==> src/rtl/seven_seg_decoder.sv <==
// seven_seg_decoder
//   Debounces an active-low seven-segment pattern, decodes it to a hex digit
//   and presents each new digit through a valid/ready output register.
//
// Parameters
//   STABLE_CYCLES  consecutive identical samples needed to accept a pattern (2..255)
//
// Ports
//   clk          rising-edge clock
//   rst_n        asynchronous active-low reset
//   seg_in[6:0]  active-low segment pattern, bit0=a .. bit6=g (already synchronised)
//   out_ready    consumer accepts the current digit
//   clr_overrun  synchronous clear of the overrun flag
//   digit_out    decoded hex value (0 when the pattern is illegal)
//   digit_err    accepted pattern is not a legal hex code
//   out_valid    digit_out / digit_err are valid
//   overrun      sticky: an event was dropped while the output was held
module seven_seg_decoder #(
  parameter int STABLE_CYCLES = 4
) (
  input  logic       clk,
  input  logic       rst_n,
  input  logic [6:0] seg_in,
  input  logic       out_ready,
  input  logic       clr_overrun,
  output logic [3:0] digit_out,
  output logic       digit_err,
  output logic       out_valid,
  output logic       overrun
);

  localparam logic [7:0] CNT_MAX = 8'(STABLE_CYCLES - 1);
  localparam logic [6:0] BLANK   = 7'b1111111;

  typedef enum logic {SETTLE = 1'b0, LOCKED = 1'b1} state_t;

  state_t     state, state_nxt;
  logic [6:0] samp;
  logic [7:0] cnt, cnt_nxt;
  logic [6:0] last_pat;
  logic       last_vld;

  logic       same;
  logic       accept;
  logic       evt;
  logic       out_empty;
  logic       load;
  logic       drop;
  logic [4:0] dec;

  // Returns {illegal, digit}; illegal patterns decode to digit 0.
  function automatic logic [4:0] decode(input logic [6:0] p);
    logic [4:0] r;
    case (p)
      7'b1000000: r = {1'b0, 4'h0};
      7'b1111001: r = {1'b0, 4'h1};
      7'b0100100: r = {1'b0, 4'h2};
      7'b0110000: r = {1'b0, 4'h3};
      7'b0011001: r = {1'b0, 4'h4};
      7'b0010010: r = {1'b0, 4'h5};
      7'b0000010: r = {1'b0, 4'h6};
      7'b1111000: r = {1'b0, 4'h7};
      7'b0000000: r = {1'b0, 4'h8};
      7'b0010000: r = {1'b0, 4'h9};
      7'b0001000: r = {1'b0, 4'hA};
      7'b0000011: r = {1'b0, 4'hB};
      7'b1000110: r = {1'b0, 4'hC};
      7'b0100001: r = {1'b0, 4'hD};
      7'b0000110: r = {1'b0, 4'hE};
      7'b0001110: r = {1'b0, 4'hF};
      default:    r = {1'b1, 4'h0};
    endcase
    return r;
  endfunction

  // Stability counter and settle/locked state (next-state logic)
  always_comb begin
    same      = (seg_in == samp);
    state_nxt = state;
    cnt_nxt   = cnt;
    accept    = 1'b0;
    if (!same) begin
      cnt_nxt   = '0;
      state_nxt = SETTLE;
    end else begin
      if (cnt != CNT_MAX) cnt_nxt = cnt + 8'd1;
      if (state == SETTLE && cnt == CNT_MAX) begin
        accept    = 1'b1;
        state_nxt = LOCKED;
      end
    end
  end

  // Event classification: blank and repeats of the last reported pattern are silent.
  always_comb begin
    evt       = accept && (samp != BLANK) && !(last_vld && (last_pat == samp));
    out_empty = !out_valid || out_ready;
    load      = evt && out_empty;
    drop      = evt && !out_empty;
    dec       = decode(samp);
  end

  // Sampling / FSM register stage
  always_ff @(posedge clk or negedge rst_n) begin
    if (!rst_n) begin
      samp  <= BLANK;
      cnt   <= '0;
      state <= SETTLE;
    end else begin
      samp  <= seg_in;
      cnt   <= cnt_nxt;
      state <= state_nxt;
    end
  end

  // Last-reported tracking (updates even when the event is dropped)
  always_ff @(posedge clk or negedge rst_n) begin
    if (!rst_n) begin
      last_pat <= BLANK;
      last_vld <= 1'b0;
    end else if (accept) begin
      if (samp == BLANK) begin
        last_vld <= 1'b0;
      end else if (evt) begin
        last_pat <= samp;
        last_vld <= 1'b1;
      end
    end
  end

  // Output register stage
  always_ff @(posedge clk or negedge rst_n) begin
    if (!rst_n) begin
      digit_out <= '0;
      digit_err <= 1'b0;
      out_valid <= 1'b0;
      overrun   <= 1'b0;
    end else begin
      if (load) begin
        digit_out <= dec[3:0];
        digit_err <= dec[4];
        out_valid <= 1'b1;
      end else if (out_valid && out_ready) begin
        out_valid <= 1'b0;
      end
      // A drop in the same cycle wins over the clear.
      if (drop)             overrun <= 1'b1;
      else if (clr_overrun) overrun <= 1'b0;
    end
  end

endmodule

==> config.mk <==
export PLATFORM = sky130hd
export DESIGN_NAME = seven_seg_decoder
export DESIGN_NICKNAME = d
export VERILOG_FILES = /design/src/rtl/seven_seg_decoder.sv
export SDC_FILE = /design/constraint.sdc
export NUM_CORES = 1
export LEC_CHECK = 0
export BUFFER_PORTS_ARGS = -buffer_cell sky130_fd_sc_hd__buf_2
export CAP_MARGIN = 10
export CELL_PAD_IN_SITES_DETAIL_PLACEMENT = 0
export CELL_PAD_IN_SITES_GLOBAL_PLACEMENT = 2
export CORE_AREA = 2 2 71 73
export DETAILED_ROUTE_END_ITERATION = 8
export DIE_AREA = 0 0 73 75
export GPL_TIMING_DRIVEN = 0
export HOLD_SLACK_MARGIN = 0.03
export PLACE_DENSITY_LB_ADDON = 0.1
export REMOVE_ABC_BUFFERS = 1
export SYNTH_ARGS = -nofsm -noshare
export SYNTH_HDL_FRONTEND = slang
export SYNTH_SLANG_ARGS = --single-unit
export TNS_END_PERCENT = 1
==> constraint.sdc <==
create_clock -name clk -period 3.1 [get_ports clk]
set_input_delay 0.155 -clock clk [delete_from_list [all_inputs] [get_ports clk]]
set_output_delay 0.155 -clock clk [all_outputs]
set_load 0.01 [all_outputs]
-- After elaboration in Yosys (flattened, before gate mapping)
Cells that the tools add are included.
- output and inout port bits: 7
- input bits: 11
- bits in registers: 31
- bitwise logic cells: 2
- mux-type cells: 13
- add/subtract/negate cells: 1
- reductions and logical operators: 17
- equality and inequality tests: 23
- operators with widths (kind ; count):
    case mux 5 bit (16 select lines) ; 1
    == test 7 bit, second input constant ; 5
    == test 7 x 5 -> 1 bit, second input constant ; 3
    == test 7 x 6 -> 1 bit, second input constant ; 3
    two-way mux 8 bit ; 2
    == test 7 x 2 -> 1 bit, second input constant ; 2
    == test 7 x 4 -> 1 bit, second input constant ; 2
    == test 7 bit ; 2
    two-way mux 1 bit ; 10
    adder 8 x 1 -> 8 bit, second input constant ; 1
    == test 8 x 2 -> 1 bit, second input constant ; 1
    inequality test 8 x 2 -> 1 bit, second input constant ; 1
    == test 7 x 3 -> 1 bit, second input constant ; 1
    logical AND 1 bit ; 7
    logical NOT 7 bit ; 1
    inequality test 7 bit, second input constant ; 1
    nonzero test 2 bit ; 3
    inequality test 2 x 1 -> 1 bit, second input constant ; 2
    logical NOT 1 bit ; 3
    AND reduction 3 bit ; 1
    inverter 1 bit ; 2
    AND reduction 2 bit ; 1
    logical OR 1 bit ; 1

-- Depth between registers and ports, before layout
- depth after elaboration: 8
- depth in mapped cells: 7
- gate-level depth less buffers: 6

-- Least setup slack after synthesis
Ideal clock, no wire load.
- kind: register to register
- start point: reg cnt[0]
- end point: reg last_pat[0]
- arrival time: 2.305 ns
- data required time: 3.018 ns
- setup slack: 0.713 ns
- cell stages (with the launch flop): 7
- path buffers: 0
- cell sequence: dfrtp_1 > ha_1 > or4b_4 > nor4_4 > nand2b_4 > nor4_4 > mux2_2
- longest elaborated chain between the ends: 7
- RTL lines (what ; line ; source):
    start, declared ; 39 ; logic [7:0] cnt, cnt_nxt;
    start signal, assigned ; 111 ; cnt <= cnt_nxt;
    == test 8 x 2 -> 1 bit * ; 87 ; if (state == SETTLE && cnt == CNT_MAX) begin
    logical AND 1 bit * ; 87 ;
    two-way mux 1 bit * ; 87 ;
    two-way mux 1 bit * ; 82 ; if (!same) begin
    logical AND 1 bit (2 in series) ; 96 ; evt = accept && (samp != BLANK) && !(last_vld && (last_pat == samp));
    AND reduction 3 bit (no source line) * ; -- ;
    end signal, assigned ; 125 ; last_pat <= samp;
    end, declared ; 40 ; logic [6:0] last_pat;
Mark *: on every way between the ends. The rest lies on a longest branch, timed or not.
A chain may end at the register's enable or synchronous reset.

-- Worst setup path after layout
- start point: reg samp[3]
- end point: reg digit_out[0]
- longest elaborated chain between the ends: 5
- elaborated cells between the ends (all ways): 26
- RTL lines (what ; line ; source):
    start, declared ; 38 ; logic [6:0] samp;
    start signal, assigned ; 110 ; samp <= seg_in;
    branches (longest 5 deep; another with case mux 5 bit (16 select lines)) ; -- ;
    end signal, assigned ; 140 ; digit_out <= dec[3:0];
    end, declared ; 26 ; output logic [3:0] digit_out,
Parallel ways; which one is timed is not known.

==> results.json <==
{
  "status": "finished clean",
  "achievable-frequency_mhz": 346.3,
  "syn_area_per_cell_um2": 10.60,
  "cp_data_required_time_ns": 3.26,
  "worst-path-buf-inv": 0,
  "firstDrtPassIters": 4,
  "initial_antenna_violation_count": 0,
  "cts_sinks": 31,
  "regToRegStartpoint": "samp[3]",
  "core_region_area_mm2": 0.004661,
  "detail_route.vias_per_cell": 5.368,
  "tritoncts.num_buffers": 5,
  "hold_class": "in2reg",
  "synth-seq-cells": 31,
  "h_tree_levels": 2,
  "startpoint": "samp[3]",
  "grt_util_all_layers_pct": 14.62,
  "critical_path.reg2reg.endpoint": "digit_out[0]",
  "timing_max_transition_violations_final": 0,
  "cp-endpoint": "digit_out[0]",
  "diodes": 0,
  "fill_cells": 431,
  "rows": 25,
  "timing.reg2reg.worst_path_depth": 5,
  "first_global_vias": 1239,
  "fin_skew_ns": 0.003160,
  "routed-via-count": 1283,
  "layout_setup_ws_ns": 0.2123,
  "proportion_of_layout_cells_with_a_drive_suffix_above_1_pct": 32.43,
  "grt_start_max_net_pins": 32,
  "dpl-instance-area_mm2": 0.001828,
  "cts_tree": "built",
  "r2r_slack_ns": 0.21,
  "drc": 0,
  "multi_input_area_um2": 873.3,
  "setup_repair_after_global_routing_missed_its_margin": "no",
  "pre_cts_slack_ns": 0.05804,
  "worstPathCellList": "xor2_1 -> nor4_2 -> nand4_1 -> nor4_4 -> mux2_2",
  "cp.arrival_ns": 3.05,
  "register_area_um2": 797.0,
  "critical_path.startpoint_type": "register",
  "synth_seq_area_share_pct": 46.21,
  "maxCapViolCount": 0,
  "post-place-cells": 222,
  "syn-instance-count": 162,
  "finalSetupTns_ns": 0,
  "routedWlPerCell_um": 14.46,
  "type_of_the_worst_setup_path": "reg2reg",
  "cp_max_fo": 18,
  "layout-area-overhead-vs-synth_pct": 19.02,
  "port-buffer-count": 17,
  "final-hold-violation-count": 0,
  "slowest_stage": "sky130_fd_sc_hd__dfstp_4",
  "path_depth": 5,
  "synth_top_cell_by_area": "sky130_fd_sc_hd__dfrtp_1",
  "fin_nets": 196,
  "ios": 18,
  "place.detailed.hpwl_um": 2404,
  "period_minus_slack_ns": 2.888,
  "drt_first_iter_violations": 35,
  "post-route-util_pct": 43.84,
  "power_mw": 0.9039,
  "yosys_warnings": 0,
  "period_share_pct": 93.15,
  "worstMarginPinSlew_ns": 0.6900,
  "layout_common_cells": "17 x sky130_fd_sc_hd__dfrtp_1, 17 x sky130_fd_sc_hd__buf_2, 14 x sky130_fd_sc_hd__nor2_1",
  "initial_utilization_pct": 36.83,
  "worst_path_largest_cell_delay_ns": 0.72,
  "mappedNetlistArea_mm2": 0.001717,
  "max_slew_margin_pct": 54.00,
  "drtAntennaViolNets": 0,
  "cts_clock_pin_slew_for_the_worst_setup_and_hold_paths_ns": 0.07,
  "cp-end-kind": "register",
  "floorplan.die_area_mm2": 0.005475,
  "synth_area_leaders": "sky130_fd_sc_hd__dfrtp_1 25%, sky130_fd_sc_hd__dfstp_2 21%, sky130_fd_sc_hd__mux2_2 7.9%",
  "power_per_cell_area_mw_per_mm2": 442.4,
  "total_wirelength_um": 3456,
  "grt_total_ovfl": 0,
  "final_instance_count_excl_fillers": 239,
  "synthDistinctLibCells": 37,
  "leakage_power_nw": 0.8345,
  "vdd_ir_drop_max_mv": 0.2802,
  "chipWidth_um": 73,
  "place_congestion": 0.7535,
  "clock_insertion_delay_worst_skew_ns": 0.27,
  "cp_top_family": "simple AND/OR/NAND/NOR gates",
  "holdWs_ns": 0.1587,
  "worst_case_clock_buffer_depth": 2,
  "setup-violations-final": 0,
  "root_buffer": "sky130_fd_sc_hd__clkbuf_8",
  "die_y_um": 75,
  "synth_top_cell_area_share_pct": 24.78,
  "first_pass_grt_wire_length_um": 6099,
  "finish.instance_area_mm2": 0.002043
}
state kept, by name, indices dropped and copies added, names as in the netlist:
register	count
out_valid	1
digit_err	1
overrun	1
samp	7
state	1
digit_out	4
cnt	8
last_pat	7
last_vld	1
tightest hold or removal path: stages:
cell	delay, ns
sky130_fd_sc_hd__buf_2	0.09
sky130_fd_sc_hd__inv_1	0.04
sky130_fd_sc_hd__a32o_1	0.11
cells by family (layout without fill, tap and decap cells):
group,Yosys count,count (layout),synth area share [%]
AO/OA/AOI/OAI,19,19,7.215
XOR/XNOR,22,22,11.22
adder cells (fa/ha/maj),1,1,0.7287
buffers and inverters,15,38,3.280
flip-flops,31,31,46.21
multiplexers,14,14,9.038
AND/OR/NAND/NOR,60,60,22.30
repair_timing:
item / in CTS / in global routing
setup buffers: 0 / 1
gates resized for setup: 0 / 2
endpoints found under the setup margin: 0 / 12
hold buffers: 8 / 0
hold endpoints to repair: 24 / 0
worst min-delay path by stage:
| stage | start | to | cells after the start |
|---|---|---|---|
| after floorplan | rst_n | cnt[0] | 0 |
| after global placement | rst_n | digit_err | 1 |
| after detailed placement | rst_n | digit_err | 1 |
| after CTS | clr_overrun | overrun | 3 |
| after global routing | clr_overrun | overrun | 3 |
| final | clr_overrun | overrun | 3 |
routing by layer:
layer / track usage, % / up-vias / routed length (um) / share of wire [%]
li1: - / 616 / - / -
met1: 20.35 / 627 / 1655 / 48
met2: 22.02 / 38 / 1613 / 47
met3: 4.016 / 2 / 171 / 4.9
met4: 4.938 / 0 / 16 / 0.46
met5: 0 / - / 0 / 0
cell usage after synthesis, drive strengths merged:
cell	number
nor3	7
dfrtp	17
mux2	12
a22oi	1
nand3	5
or3	2
nor2	14
inv	4
a31oi	1
xor2	9
xnor2	13
buf	2
nand2b	6
o41ai	2
nor4	5
o22ai	2
or2	1
or4b	1
a32o	1
o31ai	2
nand4	5
or3b	1
dfstp	14
nand2	6
nand3b	2
a211oi	2
and3	2
nor4bb	1
clkbuf	9
ha	1
a21oi	1
or4	1
mux2i	2
nor4b	1
o21ai	7
report_power, final:
part | internal [mW] | switching, mW | total (mW)
clock network | 0.260 | 0.149 | 0.408
logic | 0.0312 | 0.0277 | 0.0589
registers | 0.415 | 0.0218 | 0.437
final cells by class:
class	instances	area share, %
Multi-Input combinational cell	116	42.74
Sequential cell	31	39.01
Timing Repair Buffer	26	8.451
Clock buffer	6	4.042
Tap cell	54	3.307
Clock inverter	2	1.715
Inverter	4	0.7348
Power figures use the tool's default switching activity.
